`config.mk`:
```
export PLATFORM = sky130hd
export DESIGN_NAME = fp_cvt
export DESIGN_NICKNAME = d
export VERILOG_FILES = /design/src/rtl/fp_cvt_pkg.sv /design/src/rtl/fp_cvt_round.sv /design/src/rtl/fp_cvt.sv
export SDC_FILE = /design/constraint.sdc
export NUM_CORES = 1
export LEC_CHECK = 0
export ABC_AREA = 1
export ABC_CLOCK_PERIOD_IN_PS = 3600
export BUFFER_PORTS_ARGS = -buffer_cell sky130_fd_sc_hd__buf_2
export CORE_ASPECT_RATIO = 1.4
export CORE_MARGIN = 2
export CORE_UTILIZATION = 60
export CTS_CLUSTER_SIZE = 12
export DETAILED_ROUTE_END_ITERATION = 10
export HOLD_SLACK_MARGIN = 0.15
export PLACE_DENSITY = 0.81
export SYNTH_ARGS = -nofsm -noshare
export SYNTH_HDL_FRONTEND = slang
export SYNTH_SLANG_ARGS = --single-unit
```
`constraint.sdc`:
```
create_clock -name clk -period 3.6 [get_ports clk]
set_input_delay 0.72 -clock clk [delete_from_list [all_inputs] [get_ports clk]]
set_output_delay 0.72 -clock clk [all_outputs]
set_load 0.02 [all_outputs]
```
`src/rtl/fp_cvt_pkg.sv`:
```
// fp_cvt shared types and constants.
// FSM state encoding, exponent limits, saturation values.
package fp_cvt_pkg;

  typedef enum logic [1:0] {
    ST_IDLE,
    ST_SHIFT,
    ST_ROUND
  } state_t;

  localparam logic OP_I2F = 1'b0;
  localparam logic OP_F2I = 1'b1;

  localparam logic [7:0] EXP_BIAS    = 8'd127;
  localparam logic [7:0] EXP_INT_MAX = 8'd158;
  localparam logic [7:0] EXP_INF     = 8'd255;

  localparam logic [31:0] SAT_S_MAX = 32'h7FFF_FFFF;
  localparam logic [31:0] SAT_S_MIN = 32'h8000_0000;
  localparam logic [31:0] SAT_U_MAX = 32'hFFFF_FFFF;

endpackage

```
`src/rtl/fp_cvt_round.sv`:
```
// Round-to-nearest-even increment for a 24-bit significand.
// In: mant, guard, sticky. Out: mant_rnd, carry (significand overflow).
module fp_cvt_round (
  input  logic [23:0] mant,
  input  logic        guard,
  input  logic        sticky,
  output logic [23:0] mant_rnd,
  output logic        carry
);

  logic inc;

  // Ties go up only when the kept lsb is odd.
  assign inc = guard & (sticky | mant[0]);

  assign {carry, mant_rnd} = {1'b0, mant} + {24'd0, inc};

endmodule

```
`src/rtl/fp_cvt.sv`:
```
// Multi-cycle int32 <-> float32 converter, one shift per cycle.
// Ports: clk, rst_n, start, op, is_unsigned, src -> busy, done, result, nv, nx.
// FP_CVT_UNSIGNED_EN enables the is_unsigned integer mode.
module fp_cvt
  import fp_cvt_pkg::*;
(
  input  logic        clk,
  input  logic        rst_n,
  input  logic        start,
  input  logic        op,
  input  logic        is_unsigned,
  input  logic [31:0] src,
  output logic        busy,
  output logic        done,
  output logic [31:0] result,
  output logic        nv,
  output logic        nx
);

  state_t state_q;
  state_t state_d;

  logic        op_q;
  logic        sign_q;
  logic [31:0] mant_q;
  logic [7:0]  exp_q;
  logic [4:0]  cnt_q;
  logic        sticky_q;
  logic        spec_q;
  logic [31:0] spec_res_q;
  logic        spec_nv_q;
  logic        spec_nx_q;

  logic        uns;
  logic [31:0] pos_sat;
  logic        pos_ovf;

  logic        f_sign;
  logic [7:0]  f_exp;
  logic [22:0] f_frac;
  logic        f_nan;

  logic        cap_sign;
  logic [31:0] cap_mant;
  logic [4:0]  cap_cnt;
  logic        cap_n0;
  logic        cap_spec;
  logic [31:0] cap_res;
  logic        cap_nv;
  logic        cap_nx;

  logic        shift_last;

  logic [23:0] rnd_mant;
  logic        rnd_carry;
  logic        unused_hidden;
  logic [31:0] rnd_res;
  logic        rnd_nv;
  logic        rnd_nx;

  assign f_sign = src[31];
  assign f_exp  = src[30:23];
  assign f_frac = src[22:0];
  assign f_nan  = (f_exp == EXP_INF) && (f_frac != 23'd0);

`ifdef FP_CVT_UNSIGNED_EN
  assign uns     = is_unsigned;
  assign pos_sat = uns ? SAT_U_MAX : SAT_S_MAX;
  assign pos_ovf = uns ? (f_exp > EXP_INT_MAX)
                       : (f_exp >= EXP_INT_MAX);
`else
  logic unused_uns;
  assign unused_uns = is_unsigned;
  assign uns        = 1'b0;
  assign pos_sat    = SAT_S_MAX;
  assign pos_ovf    = (f_exp >= EXP_INT_MAX);
`endif

  // Operand unpack and early classification at the accepting edge.
  always_comb begin
    cap_sign = 1'b0;
    cap_mant = '0;
    cap_cnt  = '0;
    cap_n0   = 1'b0;
    cap_spec = 1'b0;
    cap_res  = '0;
    cap_nv   = 1'b0;
    cap_nx   = 1'b0;
    if (op == OP_I2F) begin
      cap_sign = ~uns & src[31];
      cap_mant = cap_sign ? (~src + 32'd1) : src;
      cap_n0   = cap_mant[31] | ~|cap_mant;
    end else begin
      cap_sign = f_sign;
      cap_mant = {1'b1, f_frac, 8'd0};
      cap_cnt  = 5'(EXP_INT_MAX - f_exp);
      if (f_nan) begin
        cap_spec = 1'b1;
        cap_res  = pos_sat;
        cap_nv   = 1'b1;
      end else if (f_exp < EXP_BIAS) begin
        cap_spec = 1'b1;
        cap_nx   = |src[30:0];
      end else if (!f_sign) begin
        if (pos_ovf) begin
          cap_spec = 1'b1;
          cap_res  = pos_sat;
          cap_nv   = 1'b1;
        end
      end else if (uns) begin
        cap_spec = 1'b1;
        cap_nv   = 1'b1;
      end else if ((f_exp > EXP_INT_MAX) ||
                   ((f_exp == EXP_INT_MAX) && (f_frac != 23'd0))) begin
        cap_spec = 1'b1;
        cap_res  = SAT_S_MIN;
        cap_nv   = 1'b1;
      end
      // -2^31 and unsigned 2^31 need no shifting.
      cap_n0 = cap_spec | (f_exp == EXP_INT_MAX);
    end
  end

  // I2F stops once the shifted-in msb is one; F2I counts down.
  assign shift_last = (op_q == OP_I2F) ? mant_q[30]
                                       : (cnt_q == 5'd1);

  always_comb begin
    state_d = state_q;
    unique case (state_q)
      ST_IDLE: begin
        if (start) state_d = cap_n0 ? ST_ROUND : ST_SHIFT;
      end
      ST_SHIFT: begin
        if (shift_last) state_d = ST_ROUND;
      end
      ST_ROUND: state_d = ST_IDLE;
      default:  state_d = ST_IDLE;
    endcase
  end

  always_ff @(posedge clk or negedge rst_n) begin
    if (!rst_n) state_q <= ST_IDLE;
    else        state_q <= state_d;
  end

  fp_cvt_round u_round (
    .mant     (mant_q[31:8]),
    .guard    (mant_q[7]),
    .sticky   (|mant_q[6:0]),
    .mant_rnd (rnd_mant),
    .carry    (rnd_carry)
  );

  // Hidden bit is implied by the exponent, not stored.
  assign unused_hidden = rnd_mant[23];

  always_comb begin
    rnd_res = '0;
    rnd_nv  = 1'b0;
    rnd_nx  = 1'b0;
    if (op_q == OP_I2F) begin
      rnd_nx = mant_q[7] | |mant_q[6:0];
      if (|mant_q)
        rnd_res = {sign_q, exp_q + {7'd0, rnd_carry}, rnd_mant[22:0]};
    end else if (spec_q) begin
      rnd_res = spec_res_q;
      rnd_nv  = spec_nv_q;
      rnd_nx  = spec_nx_q;
    end else begin
      rnd_res = sign_q ? (~mant_q + 32'd1) : mant_q;
      rnd_nx  = sticky_q;
    end
  end

  always_ff @(posedge clk or negedge rst_n) begin
    if (!rst_n) begin
      op_q       <= OP_I2F;
      sign_q     <= 1'b0;
      mant_q     <= '0;
      exp_q      <= '0;
      cnt_q      <= '0;
      sticky_q   <= 1'b0;
      spec_q     <= 1'b0;
      spec_res_q <= '0;
      spec_nv_q  <= 1'b0;
      spec_nx_q  <= 1'b0;
      done       <= 1'b0;
      result     <= '0;
      nv         <= 1'b0;
      nx         <= 1'b0;
    end else begin
      done <= (state_q == ST_ROUND);
      unique case (state_q)
        ST_IDLE: begin
          if (start) begin
            op_q       <= op;
            sign_q     <= cap_sign;
            mant_q     <= cap_mant;
            exp_q      <= EXP_INT_MAX;
            cnt_q      <= cap_cnt;
            sticky_q   <= 1'b0;
            spec_q     <= cap_spec;
            spec_res_q <= cap_res;
            spec_nv_q  <= cap_nv;
            spec_nx_q  <= cap_nx;
          end
        end
        ST_SHIFT: begin
          if (op_q == OP_I2F) begin
            mant_q <= {mant_q[30:0], 1'b0};
            exp_q  <= exp_q - 8'd1;
          end else begin
            mant_q   <= {1'b0, mant_q[31:1]};
            sticky_q <= sticky_q | mant_q[0];
            cnt_q    <= cnt_q - 5'd1;
          end
        end
        ST_ROUND: begin
          result <= rnd_res;
          nv     <= rnd_nv;
          nx     <= rnd_nx;
        end
        default: ;
      endcase
    end
  end

  assign busy = (state_q != ST_IDLE);

endmodule

```
Yosys cells after proc, flatten, opt, wreduce, memory -nomap -nowiden
Cells that the tools add are included.
{"block": "totals", "register_bits": 120, "in_bits": 37, "out_inout_bits": 36, "wordCells": 107}
{"block": "classes", "add_sub_neg": 7, "magnitude_cmp": 3, "n_eq_ne": 9, "muxes": 48, "bitwise_logic": 8, "n_reduce_logical": 17}
{"cell": "32-bit 2-to-1 mux", "n": 13}
{"cell": "32-bit by 1-bit adder with 32-bit output, second input constant", "n": 2}
{"cell": "32-bit inverter", "n": 2}
{"cell": "32-bit one-hot mux with 2 select lines", "n": 1}
{"cell": "32-bit OR reduction", "n": 2}
{"cell": "31-bit 2-to-1 mux", "n": 1}
{"cell": "31-bit OR reduction", "n": 1}
{"cell": "24-bit by 1-bit adder with 25-bit output", "n": 1}
{"cell": "23-bit nonzero test", "n": 1}
{"cell": "1-bit 2-to-1 mux", "n": 21}
{"cell": "8-bit == test, second input constant", "n": 2}
{"cell": "8-bit 2-to-1 mux", "n": 2}
{"cell": "8-bit one-hot mux with 2 select lines", "n": 1}
{"cell": "5-bit 2-to-1 mux", "n": 3}
{"cell": "5-bit one-hot mux with 2 select lines", "n": 1}
{"cell": "8-bit by 1-bit adder with 8-bit output", "n": 1}
{"cell": "8-bit >= comparator, second input constant", "n": 1}
{"cell": "8-bit greater-than comparator, second input constant", "n": 1}
{"cell": "8-bit by 7-bit less-than comparator with 1-bit output, second input constant", "n": 1}
{"cell": "2-bit inequality test, second input constant", "n": 4}
{"cell": "8-bit by 1-bit subtractor with 8-bit output, second input constant", "n": 1}
{"cell": "7-bit OR reduction", "n": 1}
{"cell": "2-bit 2-to-1 mux", "n": 3}
{"cell": "2-bit AND reduction", "n": 3}
{"cell": "15 further kinds", "n": 22}

Logic depth before layout (Yosys ltp)
Gate-level depths: netlist of the first run.
{"block": "depth", "depth_word": 13, "ltp_mapped": 19, "depth_no_buf": 19}

Modules after synthesis
Synthesis of the first run repeated with hierarchy kept, for this count alone.
{"block": "unflattened", "hier_cells": 1217, "hier_area_um2": 7791.2}
{"module": "fp_cvt", "n_inst": 1, "cells_each": 1090, "area_each_um2": 7133.1, "seq_area_each_um2": 2252.2}
{"module": "fp_cvt_round", "n_inst": 1, "cells_each": 127, "area_each_um2": 658.1, "seq_area_each_um2": 0.0}

Worst setup path before layout of the first run
OpenSTA, ideal clock, no wires.
{"block": "synth_timing", "path_type": "register -> register", "start": "register mant_q[8]", "end": "register result[30]", "setup_ns": 0.118, "arrival_ns": 2.759, "t_required_ns": 3.482, "slack_ns": 0.724, "path_stages_with_launch": 20, "path_buffers": 0, "period_less_slack_ns": 2.876, "path_cell_list": "dfrtp_1 nand2_1 inv_1 ha_1 nand4_1 nor2_2 nand2_1 nor2_2 nand2_1 nor2_2 nand3_1 nor4_1 ha_1 nand3_1 nand3b_1 nor3_1 xor2_1 o21ai_0 a21oi_1 nor2_1"}
{"block": "synth_between", "elab_chain_cells": 6, "word_cells_on_any_way": 11, "classes_between": "add/sub (3); mux (4); bitwise (3); reduce/logical (1)"}
{"element": "from (decl)", "line_no": "fp_cvt.sv:25", "rtl": "logic [31:0] mant_q;"}
{"element": "from (signal assigned)", "line_no": "fp_cvt.sv:199", "rtl": "mant_q <= cap_mant;"}
{"element": "from (signal assigned)", "line_no": "fp_cvt.sv:211", "rtl": "mant_q <= {mant_q[30:0], 1'b0};"}
{"element": "from (signal assigned)", "line_no": "fp_cvt.sv:214", "rtl": "mant_q <= {1'b0, mant_q[31:1]};"}
{"element": "1-bit OR", "line_no": "fp_cvt_round.sv:14", "rtl": "assign inc = guard & (sticky | mant[0]);"}
{"element": "1-bit AND", "line_no": "fp_cvt_round.sv:14"}
{"element": "24-bit by 1-bit adder with 25-bit output", "line_no": "fp_cvt_round.sv:16", "rtl": "assign {carry, mant_rnd} = {1'b0, mant} + {24'd0, inc};"}
{"element": "8-bit by 1-bit adder with 8-bit output", "line_no": "fp_cvt.sv:165", "rtl": "rnd_res = {sign_q, exp_q + {7'd0, rnd_carry}, rnd_mant[22:0]};"}
{"element": "32-bit 2-to-1 mux", "line_no": "fp_cvt.sv:164", "rtl": "if (|mant_q)"}
{"element": "32-bit 2-to-1 mux *", "line_no": "fp_cvt.sv:162", "rtl": "if (op_q == OP_I2F) begin"}
{"element": "to (signal assigned)", "line_no": "fp_cvt.sv:220", "rtl": "result <= rnd_res;"}
{"element": "to (decl)", "line_no": "fp_cvt.sv:15", "rtl": "output logic [31:0] result,"}
Mark *: on every way between the ends. The rest lies on a longest branch, timed or not.
A chain may end at the register's enable or synchronous reset.

Worst setup path after layout of the first run
Ends and elaborated chain as after synthesis.

==> flow_metrics.py, run 1 <==
metrics = {
    "floorplan": {
        "rows": 48,
        "initial_core_util": 0.6135,
        "die-area_um2": 13450,
        "die_h_um": 136.4,
        "die_w_um": 98.59,
        "core-area_um2": 12250,
        "io_pins": 73,
    },
    "placed_design": {
        "hpwl_um": 16750,
        "placedCellCount": 1342,
        "gp_congestion": 0.9970,
        "place_area_um2": 7891,
        "port_buffers": 71,
    },
    "cts": {
        "cts-buffers-inserted": 9,
        "clk_pin_slew_worst_paths_ns": 0.07,
        "clk_latency_ns": 0.36,
        "tritoncts": "built",
        "cts.sinks": 90,
        "cts-root-buf": "clkbuf_16",
        "htreeDepth": 3,
        "cts_buffer_depth": 2,
    },
    "logic_synthesis": {
        "synth_top_area_cell": "dfrtp_1",
        "syn_area_per_cell_um2": 6.468,
        "postSynth.asyncResetShare": 1.000,
        "ys_top_cells_by_area": "dfrtp_1 30%, nand2_1 12%, nor2_1 8.0%",
        "ys.flop_type": "dfrtp_1",
        "synth.distinct_cells": 56,
        "synth_edf_count": 0,
        "netlist_instances": 1162,
        "syn_area_um2": 7516,
        "ys_seq_area_frac": 0.2997,
        "synth-seq-cells": 90,
        "syn-num-nets": 1210,
        "ys.warnings.count": 0,
        "synth_top_area_frac": 0.2997,
    },
    "sta": {
        "setup_tns_ns": 0,
        "period_share": 0.9252,
        "finalSetupViolations": 0,
        "layout_min_cycle_time_ns": 3.331,
        "finalHoldViolCount": 0,
        "relSlewSlack": 0.2847,
        "skew_ns": 0.01305,
        "fmax_mhz": 300.2,
        "drv_slew": 0,
        "tightest_slew_ns": 1.070,
    },
    "finish": {
        "stdcell_count": 1364,
        "drive_above_1_share": 0.1409,
        "layout.nets": 1257,
        "fin_area_um2": 8255,
        "fillCellCount": 1190,
        "antenna_cells": 0,
        "utilization": 0.6738,
        "syn2layout_area_growth_pct": 9.839,
    },
    "power_and_ir_drop": {
        "p_per_area_nw_per_um2": 831.4,
        "p_leak_nw": 3.826,
        "ir_drop_mv": 0.3042,
        "p_total_w": 0.006863,
    },
    "critical_path": {
        "worstPathArrival_ns": 3.57,
        "cp_slowest_cell": "dfrtp_2",
        "required_ns": 3.84,
        "slowest_delay_ns": 0.40,
        "end_kind": "flip-flop",
        "worstSetupPathType": "flip-flop to flip-flop",
        "ff2ff_path_depth": 19,
        "cp_cell_sequence": "nand2_1 -> inv_1 -> ha_2 -> nand4_1 -> nor2_2 -> nand2_1 -> nor2_2 -> nand2_2 -> nor2_4 -> nand3_2 -> nor4_4 -> ha_2 -> nand3_1 -> nand3b_1 -> nor3_2 -> xor2_1 -> o21ai_0 -> a21oi_1 -> nor2_1",
        "cp_max_fo": 4,
        "start_kind": "flip-flop",
    },
    "global_route": {
        "grt_overflow_total": 0,
        "grt_max_degree": 76,
        "grt_pass1_wl_um": 36460,
        "grt_pass1_vias": 7589,
        "track_usage": 0.3323,
        "antenna_found_initial": 0,
    },
    "detailed_routing": {
        "drt-initial-drc-count": 572,
        "drt_wl_total_um": 22180,
        "vias": 8116,
        "ant_nets": 0,
        "post_drt_wl_per_cell_um": 16.26,
        "drcViolationCount": 0,
        "first_pass_iters": 5,
        "via_per_inst": 5.950,
    },
    "run": {
        "cap_violations": 0,
    },
    "run_status": {
        "status": "complete, no violations",
    },
    "min_path": {
        "hold_path_class": "input port to asynchronous set/reset pin",
    },
}
-- synth_stat cells (9+ instances only) --
library cell / number
nand2_1: 249
nor2_1: 161
inv_1: 107
o21ai_0: 98
a21oi_1: 97
dfrtp_1: 90
nand3_1: 89
o22ai_1: 25
nor3_1: 24
clkbuf_1: 21
buf_2: 17
xor2_1: 14
nand4_1: 12
ha_1: 11
a22oi_1: 10
inv_2: 10
nor2_2: 10
nor2_4: 9
-- power by group --
| group | switching [W] | internal [W] | total (W) |
|---|---|---|---|
| registers | 0.000537 | 0.00148 | 0.00202 |
| logic | 0.00267 | 0.00128 | 0.00395 |
| clock network | 0.000406 | 0.000489 | 0.000895 |
-- repair_timing --
action / CTS / global route
endpoints found under the hold margin: 0 / 0
setup endpoints to repair: 0 / 4
setup buffers: 0 / 6
hold buffers: 0 / 0
resized for setup: 0 / 9
-- sequential cells by signal, indices dropped and copies added (netlist names), 2 cells and up --
name / count
result: 32
cnt_q: 5
state_q: 2
mant_q: 32
spec_res_q: 2
exp_q: 8
-- stage by stage --
stage	setup slack, ns	hold WS [ns]
4_1_cts	0.1405	0.4872
6_report	0.2692	0.4863
5_1_grt	-0.04017	0.5125
3_3_place_gp	0.2779	0.4605
2_1_floorplan	0.7235	0.4244
3_5_place_dp	0.1477	0.4714
-- placed cells by master (no fill, tap or decap), drive strengths merged, types with 3 or more instances in the layout --
cell and n:
o22ai 25, o211ai 7, dfrtp 90, a21oi 100
o21ai 107, buf 88, a22oi 10, nor4 4
nor2 180, a31oi 7, xnor2 4, xor2 14
nand3 94, inv 119, nand3b 3, ha 11
or2 6, clkbuf 11, nand2 257, a221oi 3
clkinv 4, nor3 30, o31ai 4, a32oi 5
nand4 12
-- critical path: cells and delay by family, from the launching register on --
family	cells	cell delay, ns
fa+ha+maj	2	0.41
xor+xnor	1	0.14
simple gates	13	1.92
buf+inv	1	0.10
compound gates	2	0.23
flops	1	0.40
-- metal layers --
metal  routed length, um  track usage  part of all wire  vias up
met4                 577       0.1081             0.026        0
met3                1455      0.03548             0.066       49
met5                   0            0                 0        -
met1                9441       0.4429              0.43     3678
li1                    -            -                 -     3999
met2               10710       0.5658              0.48      390
-- worst paths after layout --
check / slack, ns / startpoint / to
hold / removal: 0.49 / rst_n / result[3]
hold reg to reg: 0.49 / result[6] / result[6]
setup / recovery: 0.27 / mant_q[8] / result[30]
max in group asynchronous: 2.37 / rst_n / sign_q
min in group clk: 0.49 / result[6] / result[6]
setup reg to reg: 0.27 / mant_q[8] / result[30]
-- logic make-up after synthesis --
| group | Yosys count | synth area share |
|---|---|---|
| AO/OA/AOI/OAI | 282 | 0.2144 |
| buffers and inverters | 172 | 0.09489 |
| XOR/XNOR | 18 | 0.02098 |
| flip-flops | 90 | 0.2997 |
| AND/OR/NAND/NOR | 589 | 0.3518 |
| adder cells (fa/ha/maj) | 11 | 0.01831 |
-- layout make-up --
class	instances	area, um^2	area share
Multi-Input combinational cell	900	4596	0.5567
Sequential cell	90	2253	0.2730
Timing Repair Buffer	88	485.5	0.05881
Inverter	120	452.9	0.05487
Clock buffer	11	242.7	0.02940
Tap cell	150	187.7	0.02273
Clock inverter	5	37.54	0.004547
Note: power is estimated with default switching activity, not from simulation.
==> run 2: changes to the inputs <==
Settings changed: MAX_ROUTING_LAYER set to met4, PLACE_DENSITY 0.81 to unset, PLACE_DENSITY_LB_ADDON set to 0.08.
==> run 2 against run 1 <==
Via count shrank 0.41%. Hold slack worse by 0.0014 ns. Flip-flop and latch count is the same. Die area unchanged. Routed wire length is 1.3% lower. Critical path depth unchanged. Clock power rose by 8.5%. Combinational power hardly changed. Cell count decreased by 0.22%.
==> flow_metrics.py, run 2 (synthesis gave the netlist of run 1 again) <==
metrics = {
    "run_status": {
        "status": "complete, no violations",
    },
    "sta": {
        "finalSetupViolations": 0,
        "period_share": 0.9293,
        "skew_ns": 0.01184,
        "finalHoldViolCount": 0,
        "tightest_slew_ns": 1.125,
        "whs_ns": 0.4850,
        "relSlewSlack": 0.2499,
        "fin_ws_ns": 0.2545,
        "drv_slew": 0,
        "layout_min_cycle_time_ns": 3.345,
        "setup_tns_ns": 0,
        "fmax_mhz": 298.9,
    },
    "placed_design": {
        "port_buffers": 71,
        "gp_congestion": 0.9750,
        "placedCellCount": 1342,
        "hpwl_um": 16680,
        "pre_cts_ws_ns": 0.2586,
    },
    "critical_path": {
        "required_ns": 3.84,
        "start_kind": "flip-flop",
        "cp_cell_sequence": "nand2_1 -> inv_1 -> ha_1 -> nand4_1 -> nor2_2 -> nand2_1 -> nor2_2 -> nand2_1 -> nor2_2 -> nand3_2 -> nor4_4 -> ha_1 -> nand3_1 -> nand3b_1 -> nor3_2 -> xor2_1 -> o21ai_0 -> a21oi_1 -> nor2_1",
        "end_kind": "flip-flop",
        "cp_slowest_cell": "dfrtp_2",
        "worstPathBufferInverterCount": 1,
        "cp_max_fo": 6,
        "worstPathArrival_ns": 3.59,
        "slowest_delay_ns": 0.40,
        "cp_top_family": "simple AND/OR/NAND/NOR gates",
        "worstSetupPathType": "flip-flop to flip-flop",
    },
    "detailed_routing": {
        "first_pass_iters": 5,
        "drt-initial-drc-count": 576,
        "drcViolationCount": 0,
        "via_per_inst": 5.939,
        "vias": 8083,
        "post_drt_wl_per_cell_um": 16.08,
        "ant_nets": 0,
        "drt_wl_total_um": 21880,
    },
    "global_route": {
        "antenna_found_initial": 0,
        "grt_overflow_total": 0,
        "track_usage": 0.3413,
        "grt_max_degree": 91,
        "grt_pass1_vias": 7348,
        "grt_pass1_wl_um": 36250,
    },
    "power_and_ir_drop": {
        "ir_drop_mv": 0.4972,
        "switchingPower_w": 0.003599,
        "cell_internal_pwr_w": 0.003307,
        "seq_power_share": 0.289,
        "clockPowerShare": 0.141,
        "swShare": 0.5211,
        "p_per_area_nw_per_um2": 838.0,
        "p_leak_nw": 3.833,
        "power_frac_comb": 0.570,
    },
    "cts": {
        "cts-root-buf": "clkbuf_16",
        "cts.sinks": 90,
        "cts_buffer_depth": 2,
        "clk_latency_ns": 0.35,
        "htreeDepth": 3,
        "clk_pin_slew_worst_paths_ns": 0.07,
        "tritoncts": "built",
        "cts-buffers-inserted": 9,
    },
    "floorplan": {
        "die_w_um": 98.59,
        "rows": 48,
        "initial_core_util": 0.6135,
        "die_h_um": 136.4,
        "die-area_um2": 13450,
        "core-area_um2": 12250,
        "io_pins": 73,
    },
    "finish": {
        "fillCellCount": 1195,
        "multi_input_area_um2": 4583,
        "final_cell_mix": "249 x nand2_1, 160 x nor2_1, 107 x inv_1",
        "antenna_cells": 0,
        "syn2layout_area_growth_pct": 9.655,
        "drive_above_1_share": 0.1371,
        "layout.nets": 1254,
        "utilization": 0.6727,
        "largestRegisters": "mant_q: 32 flops, result: 32 flops, exp_q: 8 flops",
        "final_common_cell": "nand2_1",
        "regArea_um2": 2253,
        "stdcell_count": 1361,
    },
    "run": {
        "cap_violations": 0,
    },
    "min_path": {
        "hold_path_class": "flip-flop to flip-flop",
    },
}
[run 2: power groups by stage]
stage               Clock (W)  Sequential [W]  Combinational [W]
floorplan                   0         0.00204            0.00277
global placement            0         0.00199            0.00380
detailed placement          0         0.00201            0.00383
CTS                  0.000973         0.00199            0.00386
global route          0.00101         0.00207            0.00441
finish               0.000971         0.00200            0.00394
[run 2: per-stage QoR]
step           cell area (um^2)  power (W)
5_1_grt                    8242   0.007486
3_5_place_dp               7891   0.005833
2_1_floorplan              7516   0.004815
4_1_cts                    8193   0.006823
6_report                   8242   0.006906
3_3_place_gp               7891   0.005788
[run 2: layer usage]
layer,global-route usage,vias up,share of wire
met2,0.5548,332,0.49
met1,0.4475,3719,0.43
met4,0.1225,0,0.024
li1,-,3990,-
met5,-,-,0
met3,0.03085,42,0.057
[run 2: worst register-to-register path, cell delays in order, from the launching register on]
cell and delay [ns]:
dfrtp_2 0.40, nand2_1 0.11, inv_1 0.09, ha_1 0.19
nand4_1 0.19, nor2_2 0.22, nand2_1 0.10, nor2_2 0.13
nand2_1 0.10, nor2_2 0.15, nand3_2 0.15, nor4_4 0.29
ha_1 0.23, nand3_1 0.11, nand3b_1 0.22, nor3_2 0.14
xor2_1 0.15, o21ai_0 0.09, a21oi_1 0.14, nor2_1 0.05
[run 2: worst paths after layout]
path	to	slack, ns	depth (start not counted)	from
setup / recovery	result[30]	0.25	19	mant_q[8]
hold / removal	result[6]	0.48	2	result[6]
setup reg to reg	result[30]	0.25	19	mant_q[8]
hold reg to reg	result[6]	0.48	2	result[6]
max in group asynchronous	mant_q[8]	2.21	1	rst_n
min in group asynchronous	result[6]	0.55	1	rst_n
[run 2: layout make-up]
cell class / count / area share
inverter: 120 / 0.05496
multi-input combinational: 900 / 0.5561
clock inverter: 7 / 0.009261
timing repair buffer: 85 / 0.05617
clock buffer: 9 / 0.02733
sequential: 90 / 0.2734
tap: 150 / 0.02277
[run 2: timing repair]
item / CTS / global route
hold endpoints to repair: 0 / 0
resized for setup: 0 / 5
endpoints found under the setup margin: 0 / 4
hold buffers: 0 / 0
setup buffers: 0 / 3
